## config.mk

```make
export PLATFORM = sky130hd
export DESIGN_NAME = video_timing_gen
export DESIGN_NICKNAME = d
export VERILOG_FILES = /design/src/rtl/vtg_pkg.sv /design/src/rtl/vtg_delay_line.sv /design/src/rtl/video_timing_gen.sv
export SDC_FILE = /design/constraint.sdc
export NUM_CORES = 1
export LEC_CHECK = 0
export ABC_AREA = 0
export CORE_MARGIN = 2
export CORE_UTILIZATION = 40
export CTS_BUF_LIST = sky130_fd_sc_hd__clkbuf_8
export DETAILED_ROUTE_END_ITERATION = 7
export SETUP_SLACK_MARGIN = 0.05
export SLEW_MARGIN = 25
export SYNTH_ARGS = -nofsm -noshare
export SYNTH_HDL_FRONTEND = slang
export SYNTH_SLANG_ARGS = --single-unit
```

## constraint.sdc

```tcl
create_clock -name clk -period 2.9 [get_ports clk]
set_input_delay 0.87 -clock clk [delete_from_list [all_inputs] [get_ports clk]]
set_output_delay 0.87 -clock clk [all_outputs]
set_load 0.01 [all_outputs]
```

## src/rtl/vtg_pkg.sv

```systemverilog
// ----------------------------------------------------------------------------
// vtg_pkg
// Shared definitions for the video timing generator family: FSM state
// encoding and helpers that derive line/frame totals and sync windows from
// the porch/pulse parameters. Kept free of module parameters so scoreboards
// and multi-mode variants can call the same helpers.
// ----------------------------------------------------------------------------
package vtg_pkg;

  typedef enum logic [1:0] {
    ST_IDLE = 2'd0,
    ST_RUN  = 2'd1,
    ST_STOP = 2'd2
  } vtg_state_e;

  localparam int VTG_MAX_LATENCY = 15;

  // Total clocks per line (or lines per frame) for one axis.
  function automatic int vtg_total(input int res, input int fp, input int pw, input int bp);
    return res + fp + pw + bp;
  endfunction

  // First count inside the sync pulse.
  function automatic int vtg_sync_beg(input int res, input int fp);
    return res + fp;
  endfunction

  // First count after the sync pulse (exclusive bound).
  function automatic int vtg_sync_end(input int res, input int fp, input int pw);
    return res + fp + pw;
  endfunction

endpackage

```

## src/rtl/vtg_delay_line.sv

```systemverilog
// ----------------------------------------------------------------------------
// vtg_delay_line
// WIDTH x DEPTH shift register used to align decoded timing signals with
// pixel data read latency. DEPTH = 0 is a pure combinational pass-through.
// Ports:
//   clk        in   clock
//   rst_n      in   asynchronous active-low reset
//   i_rst_val  in   value every stage takes during reset
//   i_d        in   data into stage 0
//   o_q        out  data out of the last stage (or i_d when DEPTH = 0)
// ----------------------------------------------------------------------------
module vtg_delay_line #(
  parameter int WIDTH = 3,
  parameter int DEPTH = 1
) (
  input  logic             clk,
  input  logic             rst_n,
  input  logic [WIDTH-1:0] i_rst_val,
  input  logic [WIDTH-1:0] i_d,
  output logic [WIDTH-1:0] o_q
);

  generate
    if (DEPTH == 0) begin : g_pass
      assign o_q = i_d;
    end else begin : g_pipe
      logic [WIDTH-1:0] r_pipe [DEPTH];

      always_ff @(posedge clk or negedge rst_n) begin
        if (!rst_n) begin
          for (int i = 0; i < DEPTH; i++) r_pipe[i] <= i_rst_val;
        end else begin
          r_pipe[0] <= i_d;
          for (int i = 1; i < DEPTH; i++) r_pipe[i] <= r_pipe[i-1];
        end
      end

      assign o_q = r_pipe[DEPTH-1];
    end
  endgenerate

endmodule

```

## src/rtl/video_timing_gen.sv

```systemverilog
// ----------------------------------------------------------------------------
// video_timing_gen
// Parametrised raster timing generator. Produces h/v counters, active and
// sync strobes (delayed by LATENCY to match pixel read latency), a line
// preload request and a frame-start pulse. Start/stop at runtime via en;
// a stop request always lets the current frame finish.
//
// Optional feature macro: VTG_FRAME_COUNTER_EN adds a 16-bit frame_cnt output.
//
// Ports:
//   clk               in   pixel clock
//   reset_n           in   asynchronous active-low reset
//   en                in   run request (level)
//   hpos, vpos        out  current horizontal / vertical count (undelayed)
//   active            out  active pixel, delayed LATENCY
//   h_sync, v_sync    out  syncs at configured polarity, delayed LATENCY
//   preload_vid_line  out  one-cycle request to fetch the next active line
//   frame_start       out  one-cycle pulse at (0,0) while running
//   running           out  FSM not in IDLE
//   frame_cnt         out  frames since first start (macro-enabled only)
//
// State | meaning
// IDLE  | counters held at 0, decode forced inactive
// RUN   | counting, en high
// STOP  | counting, en low; drops to IDLE at the last pixel of the frame
// ----------------------------------------------------------------------------
module video_timing_gen
  import vtg_pkg::*;
#(
  parameter int   CNT_W      = 11,
  parameter int   H_RES_PIX  = 640,
  parameter int   H_FN_PRCH  = 32,
  parameter int   H_SYNC_PW  = 88,
  parameter int   H_BK_PRCH  = 32,
  parameter int   V_RES_PIX  = 480,
  parameter int   V_FN_PRCH  = 10,
  parameter int   V_SYNC_PW  = 5,
  parameter int   V_BK_PRCH  = 10,
  parameter logic H_SYNC_POL = 1'b0,
  parameter logic V_SYNC_POL = 1'b0,
  parameter int   LATENCY    = 1
) (
  input  logic             clk,
  input  logic             reset_n,
  input  logic             en,
  output logic [CNT_W-1:0] hpos,
  output logic [CNT_W-1:0] vpos,
  output logic             active,
  output logic             h_sync,
  output logic             v_sync,
  output logic             preload_vid_line,
  output logic             frame_start,
`ifdef VTG_FRAME_COUNTER_EN
  output logic [15:0]      frame_cnt,
`endif
  output logic             running
);

  localparam int H_TOTAL = vtg_total(H_RES_PIX, H_FN_PRCH, H_SYNC_PW, H_BK_PRCH);
  localparam int V_TOTAL = vtg_total(V_RES_PIX, V_FN_PRCH, V_SYNC_PW, V_BK_PRCH);

  generate
    if (H_TOTAL >= (64'd1 << CNT_W)) begin : g_h_chk
      $error("video_timing_gen: H_TOTAL does not fit in CNT_W bits");
    end
    if (V_TOTAL >= (64'd1 << CNT_W)) begin : g_v_chk
      $error("video_timing_gen: V_TOTAL does not fit in CNT_W bits");
    end
    if (LATENCY < 0 || LATENCY > VTG_MAX_LATENCY) begin : g_lat_chk
      $error("video_timing_gen: LATENCY out of range 0..15");
    end
  endgenerate

  localparam logic [CNT_W-1:0] L_ZERO   = '0;
  localparam logic [CNT_W-1:0] L_ONE    = CNT_W'(1);
  localparam logic [CNT_W-1:0] L_H_LAST = CNT_W'(H_TOTAL - 1);
  localparam logic [CNT_W-1:0] L_V_LAST = CNT_W'(V_TOTAL - 1);
  localparam logic [CNT_W-1:0] L_H_RES  = CNT_W'(H_RES_PIX);
  localparam logic [CNT_W-1:0] L_V_RES  = CNT_W'(V_RES_PIX);
  localparam logic [CNT_W-1:0] L_HS_BEG = CNT_W'(vtg_sync_beg(H_RES_PIX, H_FN_PRCH));
  localparam logic [CNT_W-1:0] L_HS_END = CNT_W'(vtg_sync_end(H_RES_PIX, H_FN_PRCH, H_SYNC_PW));
  localparam logic [CNT_W-1:0] L_VS_BEG = CNT_W'(vtg_sync_beg(V_RES_PIX, V_FN_PRCH));
  localparam logic [CNT_W-1:0] L_VS_END = CNT_W'(vtg_sync_end(V_RES_PIX, V_FN_PRCH, V_SYNC_PW));

  // {act, hs, vs} as seen while idle / in reset
  localparam logic [2:0] L_RAW_IDLE = {1'b0, ~H_SYNC_POL, ~V_SYNC_POL};

  vtg_state_e       r_state;
  vtg_state_e       w_state_nxt;
  logic [CNT_W-1:0] r_hpos;
  logic [CNT_W-1:0] r_vpos;
  logic [CNT_W-1:0] w_vpos_next_line;
  logic             w_running;
  logic             w_h_last;
  logic             w_v_last;
  logic             w_frame_end;
  logic             w_act;
  logic             w_hs;
  logic             w_vs;
  logic [2:0]       w_dly;

  assign w_h_last    = (r_hpos == L_H_LAST);
  assign w_v_last    = (r_vpos == L_V_LAST);
  assign w_frame_end = w_h_last && w_v_last;
  assign w_vpos_next_line = w_v_last ? L_ZERO : (r_vpos + L_ONE);

  // FSM: state register
  always_ff @(posedge clk or negedge reset_n) begin
    if (!reset_n) r_state <= ST_IDLE;
    else          r_state <= w_state_nxt;
  end

  // FSM: next state. STOP re-entering RUN keeps the counters untouched.
  always_comb begin
    w_state_nxt = r_state;
    case (r_state)
      ST_IDLE: if (en) w_state_nxt = ST_RUN;
      ST_RUN:  if (!en) w_state_nxt = ST_STOP;
      ST_STOP: begin
        if (en)               w_state_nxt = ST_RUN;
        else if (w_frame_end) w_state_nxt = ST_IDLE;
      end
      default: w_state_nxt = ST_IDLE;
    endcase
  end

  // FSM: outputs. Strobes are decoded from registered state and counters,
  // so an asynchronous reset clears them immediately.
  always_comb begin
    w_running        = (r_state != ST_IDLE);
    frame_start      = w_running && (r_hpos == L_ZERO) && (r_vpos == L_ZERO);
    preload_vid_line = w_running && (r_hpos == L_H_RES) && (w_vpos_next_line < L_V_RES);
  end

  // Counters; leaving STOP at the frame end wraps to (0,0) naturally.
  always_ff @(posedge clk or negedge reset_n) begin
    if (!reset_n) begin
      r_hpos <= L_ZERO;
      r_vpos <= L_ZERO;
    end else if (!w_running) begin
      r_hpos <= L_ZERO;
      r_vpos <= L_ZERO;
    end else if (w_h_last) begin
      r_hpos <= L_ZERO;
      r_vpos <= w_vpos_next_line;
    end else begin
      r_hpos <= r_hpos + L_ONE;
    end
  end

  // Undelayed decode; forced inactive while idle so (0,0) does not look active.
  always_comb begin
    w_act = w_running && (r_hpos < L_H_RES) && (r_vpos < L_V_RES);
    w_hs  = (w_running && (r_hpos >= L_HS_BEG) && (r_hpos < L_HS_END)) ? H_SYNC_POL : ~H_SYNC_POL;
    w_vs  = (w_running && (r_vpos >= L_VS_BEG) && (r_vpos < L_VS_END)) ? V_SYNC_POL : ~V_SYNC_POL;
  end

  vtg_delay_line #(
    .WIDTH (3),
    .DEPTH (LATENCY)
  ) u_delay (
    .clk       (clk),
    .rst_n     (reset_n),
    .i_rst_val (L_RAW_IDLE),
    .i_d       ({w_act, w_hs, w_vs}),
    .o_q       (w_dly)
  );

  assign active  = w_dly[2];
  assign h_sync  = w_dly[1];
  assign v_sync  = w_dly[0];
  assign hpos    = r_hpos;
  assign vpos    = r_vpos;
  assign running = w_running;

`ifdef VTG_FRAME_COUNTER_EN
  // Bumps on the wrap into (0,0) that stays running, so the first
  // frame_start after IDLE shows the held value and later ones show +1.
  logic [15:0] r_frame_cnt;

  always_ff @(posedge clk or negedge reset_n) begin
    if (!reset_n)
      r_frame_cnt <= 16'd0;
    else if (w_running && w_frame_end && (w_state_nxt != ST_IDLE))
      r_frame_cnt <= r_frame_cnt + 16'd1;
  end

  assign frame_cnt = r_frame_cnt;
`endif

endmodule

```

### After elaboration in Yosys (flattened, before gate mapping)

Cells that the tools add are included.

| storage, ports and cells | value |
|---|---|
| register bits after elaboration | 27 |
| bits of input ports | 3 |
| word-level logic and storage cells | 50 |

| operators by class | value |
|---|---|
| add/sub/neg operators | 2 |
| order comparisons | 7 |
| equality and inequality tests | 9 |
| mux-type cells | 12 |
| reduce and logical (&&, ||, !) cells | 16 |

Operator list:

| kind | number |
|---|---|
| $mux W11 | 5 |
| $lt A11 B9 Y1 const B | 3 |
| $add A11 B1 Y11 const B | 2 |
| $eq A11 B10 Y1 const B | 2 |
| $logic_not A11 Y1 | 2 |
| $lt A11 B10 Y1 const B | 2 |
| $eq A11 B9 Y1 const B | 1 |
| $ge A11 B10 Y1 const B | 1 |
| $ge A11 B9 Y1 const B | 1 |
| $logic_and A1 B1 Y1 | 11 |
| $mux W2 | 4 |
| $pmux W2 S3 | 1 |
| $ne A2 B2 Y1 const B | 2 |
| $ne A3 B3 Y1 const B | 1 |
| $reduce_and A3 Y1 | 1 |
| $eq A2 B1 Y1 const B | 1 |
| $eq A2 B2 Y1 const B | 1 |
| $logic_not A2 Y1 | 1 |
| $mux W1 | 2 |
| $ne A2 B1 Y1 const B | 1 |
| $reduce_bool A2 Y1 | 1 |

### Logic depth before layout (Yosys ltp)

Gate-level depths: netlist (run 1).

| logic depth | value |
|---|---|
| word-level depth | 5 |
| mapped depth | 7 |
| depth with buffers taken out | 6 |

### Least setup slack after synthesis (run 1)

OpenSTA, ideal clock, no wires.

| timing | value |
|---|---|
| path kind | flip-flop to output port |
| start point | register r_vpos[1], in the netlist vpos[1] |
| end point | output preload_vid_line |
| arrival | 1,693 ps |
| setup slack | 337 ps |
| stages on the path, launching flop included | 7 |
| path through | dfrtp_1 -> ha_1 -> and4_1 -> clkbuf_1 -> a31oi_1 -> nand4b_1 -> a211oi_1 |

| on the way | value |
|---|---|
| cells in the longest elaborated chain, start to end | 4 |
| elaborated cells between the ends (all ways) | 5 |

RTL lines:

| element | line | source |
|---|---|---|
| start: declaration | video_timing_gen.sv:91 | `logic [CNT_W-1:0] r_vpos;` |
| start signal: assignment | video_timing_gen.sv:145 | `r_vpos <= w_vpos_next_line;` |
| $add A11 B1 Y11 or $eq A11 B9 Y1 (tied branches) | video_timing_gen.sv:105, video_timing_gen.sv:103 |  |
| $mux W11 * | video_timing_gen.sv:105 | `assign w_vpos_next_line = w_v_last ? L_ZERO : (r_vpos + L_ONE);` |
| $lt A11 B9 Y1 * | video_timing_gen.sv:132 | `preload_vid_line = w_running && (r_hpos == L_H_RES) && (w_vpos_next_line < L_V_RES);` |
| $logic_and A1 B1 Y1 * | video_timing_gen.sv:132 |  |
| end: declaration | video_timing_gen.sv:51 | `output logic preload_vid_line,` |

Mark *: on every way between the ends. The rest lies on a longest branch, timed or not.

### Worst setup path in the final report (run 1)

| timing | value |
|---|---|
| start point | register r_vpos[0], in the netlist vpos[0] |
| end point | output preload_vid_line |

Same word-level chain as after synthesis.

==> run_results.csv, run 1 <==
group,metric,value,unit
outcome,outcome,"finished clean",
layout,antenna_cells,0,
pwr,p_leak,0.873,nW
critical_path,crit_path_max_incr_delay,0.42,ns
sta,period_share,0.947,
pwr,ir_drop,0.258,mV
pwr,power,0.726,mW
global_routing,grt_pass1_wl,7290,um
floorplanning,die_h,67.6,um
layout,fillers,373,
detailed_routing,viasPerCell,5.63,
placement,io_buffer_count,30,
clocking,clock-sinks,27,
floorplanning,initial_core_util,0.410,
critical_path,crit_chain,"inv_1 -> ha_1 -> and4b_1 -> a21oi_1 -> o221a_2 -> a211oi_1 -> buf_2",
synth,synth.distinct_cells,42,
detailed_routing,drt-pass1-iter-count,5,
layout,fin_nets,235,
sta,slew_viol_final,0,
global_routing,first_global_vias,1458,
global_routing,grt.overflow.total,0,
floorplanning,row_count,23,
critical_path,timing_worst_setup_path_type,"reg -> out",
clocking,insertion_delay,0.27,ns
synth,avgSynthCellArea,8.83,um2
detailed_routing,ant_nets,0,
global_routing,grt_max_degree,28,
placement,pre_cts_ws,0.0115,ns
sta,setup_viol,0,
synth,yosysSeqAreaShare,0.420,
clocking,clkSlewWorstSetupHoldPaths,0.10,ns
placement,place.gp.congestion,0.863,
sta,fmax,364,MHz
clocking,clock_path_buffers,2,
global_routing,grt_use_total,0.212,
synth,syn_area,0.00162,mm2
clocking,cts_made_buffers,3,
sta,fin_setup_tns,0,ns
critical_path,path_max_fanout,4,
critical_path,start_kind,"flip-flop",
global_routing,antenna_found_initial,0,
critical_path,cp.arrival,1.88,ns
synth,yosysWarnings,0,
sta,hold_viol,0,
sta,skew,0.0134,ns
pwr,power_density,338,mW/mm2
detailed_routing,dr.first_iter.drc_count,107,
detailed_routing,drt-total-wl,4410,um
clocking,h-tree-depth,1,
sta,tightest_slew,0.522,ns
sta,finalCriticalPeriod,2.75,ns
critical_path,crit_slowest_cell,"dfrtp_1",
layout,syn_to_final_growth,32.9,%
detailed_routing,drc_errors,0,
flow_run,max_cap_violations,0,
clocking,clockRootBuffer,"clkbuf_8",
clocking,cts_tree,"built",
detailed_routing,vias,1560,
placement,dp.final_hpwl,3250,um
synth,syn_nets,190,
layout,drive_gt1_frac,0.163,
critical_path,crit_buf_inv,2,
sta,rsz0062_at_grt,"false",
clocking,hold_buffers,0,
sta,relSlewSlack,0.649,
detailed_routing,avgRoutedWirePerCell,15.9,um
sta,setup_slack,0.154,ns
synth,ys_ff_latch,27,
floorplanning,core-area,0.00394,mm2
floorplanning,dieArea,0.00457,mm2
floorplanning,die_w,67.6,um
synth,netlist_instances,183,
min_path,min_path_type,"reg -> reg",
critical_path,critPathTopFamily,"compound AO/OA/AOI/OAI gates",
floorplanning,ioPinCount,31,
critical_path,crit_required,2.03,ns
critical_path,critPathCaptureType,"output port",
[synthesized netlist by cell type]
library cell   n  share of area
o221a_2        1         0.0070
o21ai_0        3         0.0093
a311oi_1       2          0.011
nor3_1         7          0.022
nand4b_1       2          0.011
a211oi_1       2         0.0093
o21a_1         1         0.0046
o32ai_1        1         0.0054
nand4_1       13          0.050
or4_1          1         0.0046
o2111ai_1      1         0.0054
and3_1         4          0.015
nor2_1        17          0.039
o31ai_1        1         0.0046
dfrtp_1       25           0.39
nor4b_1        2          0.011
a21oi_1       10          0.031
a31oi_1        2         0.0077
clkbuf_1      13          0.030
ha_1           4          0.031
buf_6          1         0.0070
o22ai_1        4          0.015
or3_1          4          0.015
nor4_4         1          0.013
and4_1         5          0.027
or4_4          1         0.0070
and4b_1        1         0.0062
nand3_1       11          0.034
or4b_4         1         0.0085
xnor2_1        5          0.027
xor2_1         5          0.027
clkinv_1       1         0.0023
nor2b_1        1         0.0039
dfstp_2        2          0.033
nor4_1         1         0.0039
buf_2          1         0.0031
a41oi_1        1         0.0054
o21ai_1        1         0.0031
a21boi_0       1         0.0046
nand2_1       12          0.028
inv_1          9          0.021
nand2b_1       2         0.0077
[flip-flops by register name, summed over array words and instances (netlist names)]
signal / cells
hpos: 11
vpos: 11
u_delay.o_q: 3
r_state: 2
[cell families after synthesis]
family,share of synthesized area
adder cells (fa/ha/maj),0.0310
flip-flops,0.420
buffers and inverters,0.0635
XOR/XNOR,0.0542
AND/OR/NAND/NOR,0.308
AO/OA/AOI/OAI,0.124
[layout by cell type, fill, tap and decap left out, drive strengths merged, types with 2 or more instances in the layout]
cell type	Yosys	final
clkbuf	13	3
a211oi	2	2
nor3	7	7
a311oi	2	2
and4	5	5
dfstp	2	2
nand3	11	11
nor4	2	2
or3	4	4
a21oi	10	10
buf	2	26
nand2	12	12
nand2b	2	2
a31oi	2	2
o21ai	4	4
inv	9	10
nor4b	2	2
and3	4	4
clkdlybuf4s50	0	28
xnor2	5	5
nor2	17	17
ha	4	4
xor2	5	5
dfrtp	25	25
nand4b	2	2
nand4	13	13
o22ai	4	4
or4	2	2
[report_power, final]
group,switching [mW],internal (mW),total (mW)
registers,0.0174,0.390,0.407
clock network,0.117,0.0949,0.212
logic,0.0563,0.0508,0.107
total,0.191,0.535,0.726
[worst reg2reg max path, stage by stage, from the launching register on]
cell	delay [ns]
dfrtp_1	0.39
buf_4	0.16
or4b_4	0.55
or4_4	0.56
or3_1	0.38
a21oi_1	0.14
[area by class of cell]
class                           instances  area [um2]  area share
Sequential cell                        27         679       0.316
Timing Repair Buffer                   55         482       0.224
Clock buffer                            3        41.3      0.0192
Inverter                               10        37.5      0.0175
Clock inverter                          1        3.75     0.00175
Tap cell                               50        62.6      0.0291
Multi-Input combinational cell        131         842       0.392
[metal layers]
metal / vias to the layer above / routed length [um] / GRT usage
met4: 0 / 56 / 0.0587
li1: 752 / - / -
met2: 52 / 1960 / 0.322
met5: - / 0 / 0
met3: 6 / 228 / 0.0233
met1: 750 / 2160 / 0.317
[worst paths after layout]
path                               endpoint  slack [ns]  cells past startpoint        from
min in group asynchronous           vpos[7]        0.97                      2     reset_n
max                        preload_vid_line        0.15                      7     vpos[0]
max reg2reg                        vpos[10]        0.66                      5     hpos[7]
max in group asynchronous    u_delay.o_q[1]        1.62                      2     reset_n
min reg2reg                      r_state[0]        0.51                      1  r_state[1]
min                              r_state[0]        0.51                      1  r_state[1]
[what timing repair did]
action                     in CTS  in global routing
gates cloned                    0                  0
resized for setup               7                  1
setup endpoints to repair       2                  1
buffers inserted                1                  0
hold endpoints to repair        0                  0
[metrics by stage]
stage | utilization | instance area [um2] | hold slack (ns) | instances
global route | 0.545 | 2150 | 0.548 | 277
CTS | 0.546 | 2150 | 0.511 | 277
detailed placement | 0.531 | 2090 | 0.497 | 272
global placement | 0.531 | 2090 | 0.475 | 272
floorplan | - | 1620 | 0.458 | 183
finish | 0.545 | 2150 | 0.509 | 277
Note: power is estimated with default switching activity, not from simulation.
==> inputs of run 2 (changes only) <==
- ABC_AREA: 0 -> default
- HOLD_SLACK_MARGIN: default -> 0.05
==> results of run 2 <==
The final DEF is identical to that of run 1; final timing and power are the same.
==> inputs of run 3 (changes only) <==
- CELL_PAD_IN_SITES_DETAIL_PLACEMENT: default -> 1
- CELL_PAD_IN_SITES_GLOBAL_PLACEMENT: default -> 1
- CORE_MARGIN: 2 -> default
- CORE_UTILIZATION: 40 -> 38
- CTS_BUF_LIST: sky130_fd_sc_hd__clkbuf_8 -> sky130_fd_sc_hd__clkbuf_16
- PLACE_DENSITY_LB_ADDON: default -> 0.1
==> run_results.csv, run 3 (synthesis results as in run 1) <==
group,metric,value,unit
layout,layout_commonest_cell,"clkdlybuf4s50_1",
clocking,cts_tree,"built",
global_routing,use_met3,0.0372,
clocking,h-tree-depth,1,
critical_path,start_kind,"flip-flop",
layout,antenna_cells,0,
global_routing,grtUsageMet2,0.408,
sta,tightest_slew,0.538,ns
layout,syn_to_final_growth,35.3,%
clocking,clock-sinks,27,
global_routing,top_usage_layer,"met2",
sta,skew,0.00810,ns
sta,slew_viol_final,0,
sta,hold_viol,0,
detailed_routing,drt-pass1-iter-count,4,
layout,seqCellArea,678,um2
clocking,clock_path_buffers,2,
global_routing,grt.overflow.total,0,
floorplanning,row_count,23,
layout,finalNonFillerCells,277,
layout,drive_gt1_frac,0.176,
global_routing,antenna_found_initial,0,
pwr,p_leak,0.888,nW
detailed_routing,ant_nets,0,
sta,period_share,0.946,
floorplanning,ioPinCount,31,
critical_path,critPathCaptureType,"output port",
floorplanning,initial_core_util,0.401,
floorplanning,die_h,67.2,um
clocking,hold_buffers,0,
clocking,clockRootBuffer,"clkbuf_16",
global_routing,use_met1,0.327,
clocking,clkSlewWorstSetupHoldPaths,0.07,ns
layout,design_area,0.00219,mm2
detailed_routing,drt-total-wl,5070,um
global_routing,first_global_vias,1621,
layout,fin_nets,235,
placement,io_buffer_count,30,
detailed_routing,avgRoutedWirePerCell,18.3,um
detailed_routing,vias,1608,
sta,finalCriticalPeriod,2.74,ns
layout,fillers,475,
placement,dpl.cell_count,272,
global_routing,grt_pass1_wl,8200,um
pwr,ir_drop,0.230,mV
flow_run,max_cap_violations,0,
detailed_routing,viasPerCell,5.81,
sta,fmax,365,MHz
critical_path,crit_required,2.03,ns
critical_path,path_max_fanout,5,
critical_path,cp.arrival,1.87,ns
global_routing,grt_max_degree,28,
layout,multi_input_area,848,um2
global_routing,grt_use_total,0.248,
floorplanning,dieArea,0.00452,mm2
layout,final_cell_mix,"clkdlybuf4s50_1 (28), dfrtp_1 (25), buf_4 (25)",
placement,placed_area,0.00209,mm2
outcome,outcome,"finished clean",
sta,relSlewSlack,0.636,
detailed_routing,dr.first_iter.drc_count,83,
clocking,insertion_delay,0.27,ns
floorplanning,core-area,0.00403,mm2
critical_path,timing_worst_setup_path_type,"reg -> out",
sta,rsz0062_at_grt,"false",
detailed_routing,drc_errors,0,
floorplanning,die_w,67.2,um
placement,dp.final_hpwl,3670,um
placement,place.gp.congestion,0.855,
min_path,min_path_type,"reg -> reg",
clocking,cts_made_buffers,3,
pwr,power_density,386,mW/mm2
sta,setup_viol,0,
run 3: cell counts in the layout (fill, tap and decap cells not counted):
Identical to the previous run, type by type.
run 3: final cells by class:
cell class / instances / share of cell area
multi-input cells: 131 / 0.388
flip-flops and latches: 27 / 0.310
repair buffers: 55 / 0.220
clock buffers: 3 / 0.0343
well taps: 50 / 0.0286
inverters: 10 / 0.0172
clock inverters: 1 / 0.00172
run 3: stage by stage:
stage               power [mW]  setup TNS, ns  setup slack, ns   util  hold slack (ns)
floorplan                0.463              0            0.337      -            0.458
global placement         0.528              0           0.0318  0.520            0.477
detailed placement       0.532        -0.0379          -0.0379  0.520            0.498
CTS                      0.856              0           0.0632  0.538            0.508
global route             0.880              0           0.0595  0.543            0.551
finish                   0.845              0            0.158  0.543            0.512
run 3: power by group:
group	leakage (nW)	switching, mW	total, mW	internal (mW)
sequential	0.362	0.0118	0.402	0.390
combinational	0.484	0.0646	0.120	0.0552
clock	0.0423	0.138	0.323	0.185
run 3: critical path: stages, from the launching register on:
cell,delay [ns]
dfrtp_1,0.43
ha_1,0.25
and4_2,0.29
xnor2_1,0.16
o22ai_1,0.11
a211oi_2,0.22
buf_2,0.16
run 3: path summary, 6_finish.rpt:
check,from,endpoint,slack (ns),cells after the start
worst max-delay path,vpos[0],preload_vid_line,0.16,6
worst min-delay path,r_state[0],r_state[0],0.51,1
worst max register to register,hpos[7],vpos[10],0.64,5
worst min register to register,r_state[0],r_state[0],0.51,1
max in group asynchronous,reset_n,u_delay.o_q[1],1.60,2
min in group asynchronous,reset_n,vpos[5],0.98,2
run 3: timing repair:
action / CTS / global route
buffers inserted: 0 / 1
setup endpoints to repair: 2 / 1
pin swaps: 0 / 1
resized for setup: 5 / 5
run 3: layer usage:
metal | share of wire | wire (um)
met1 | 0.44 | 2230
met2 | 0.50 | 2520
met3 | 0.042 | 213
met4 | 0.020 | 102
met5 | 0 | 0
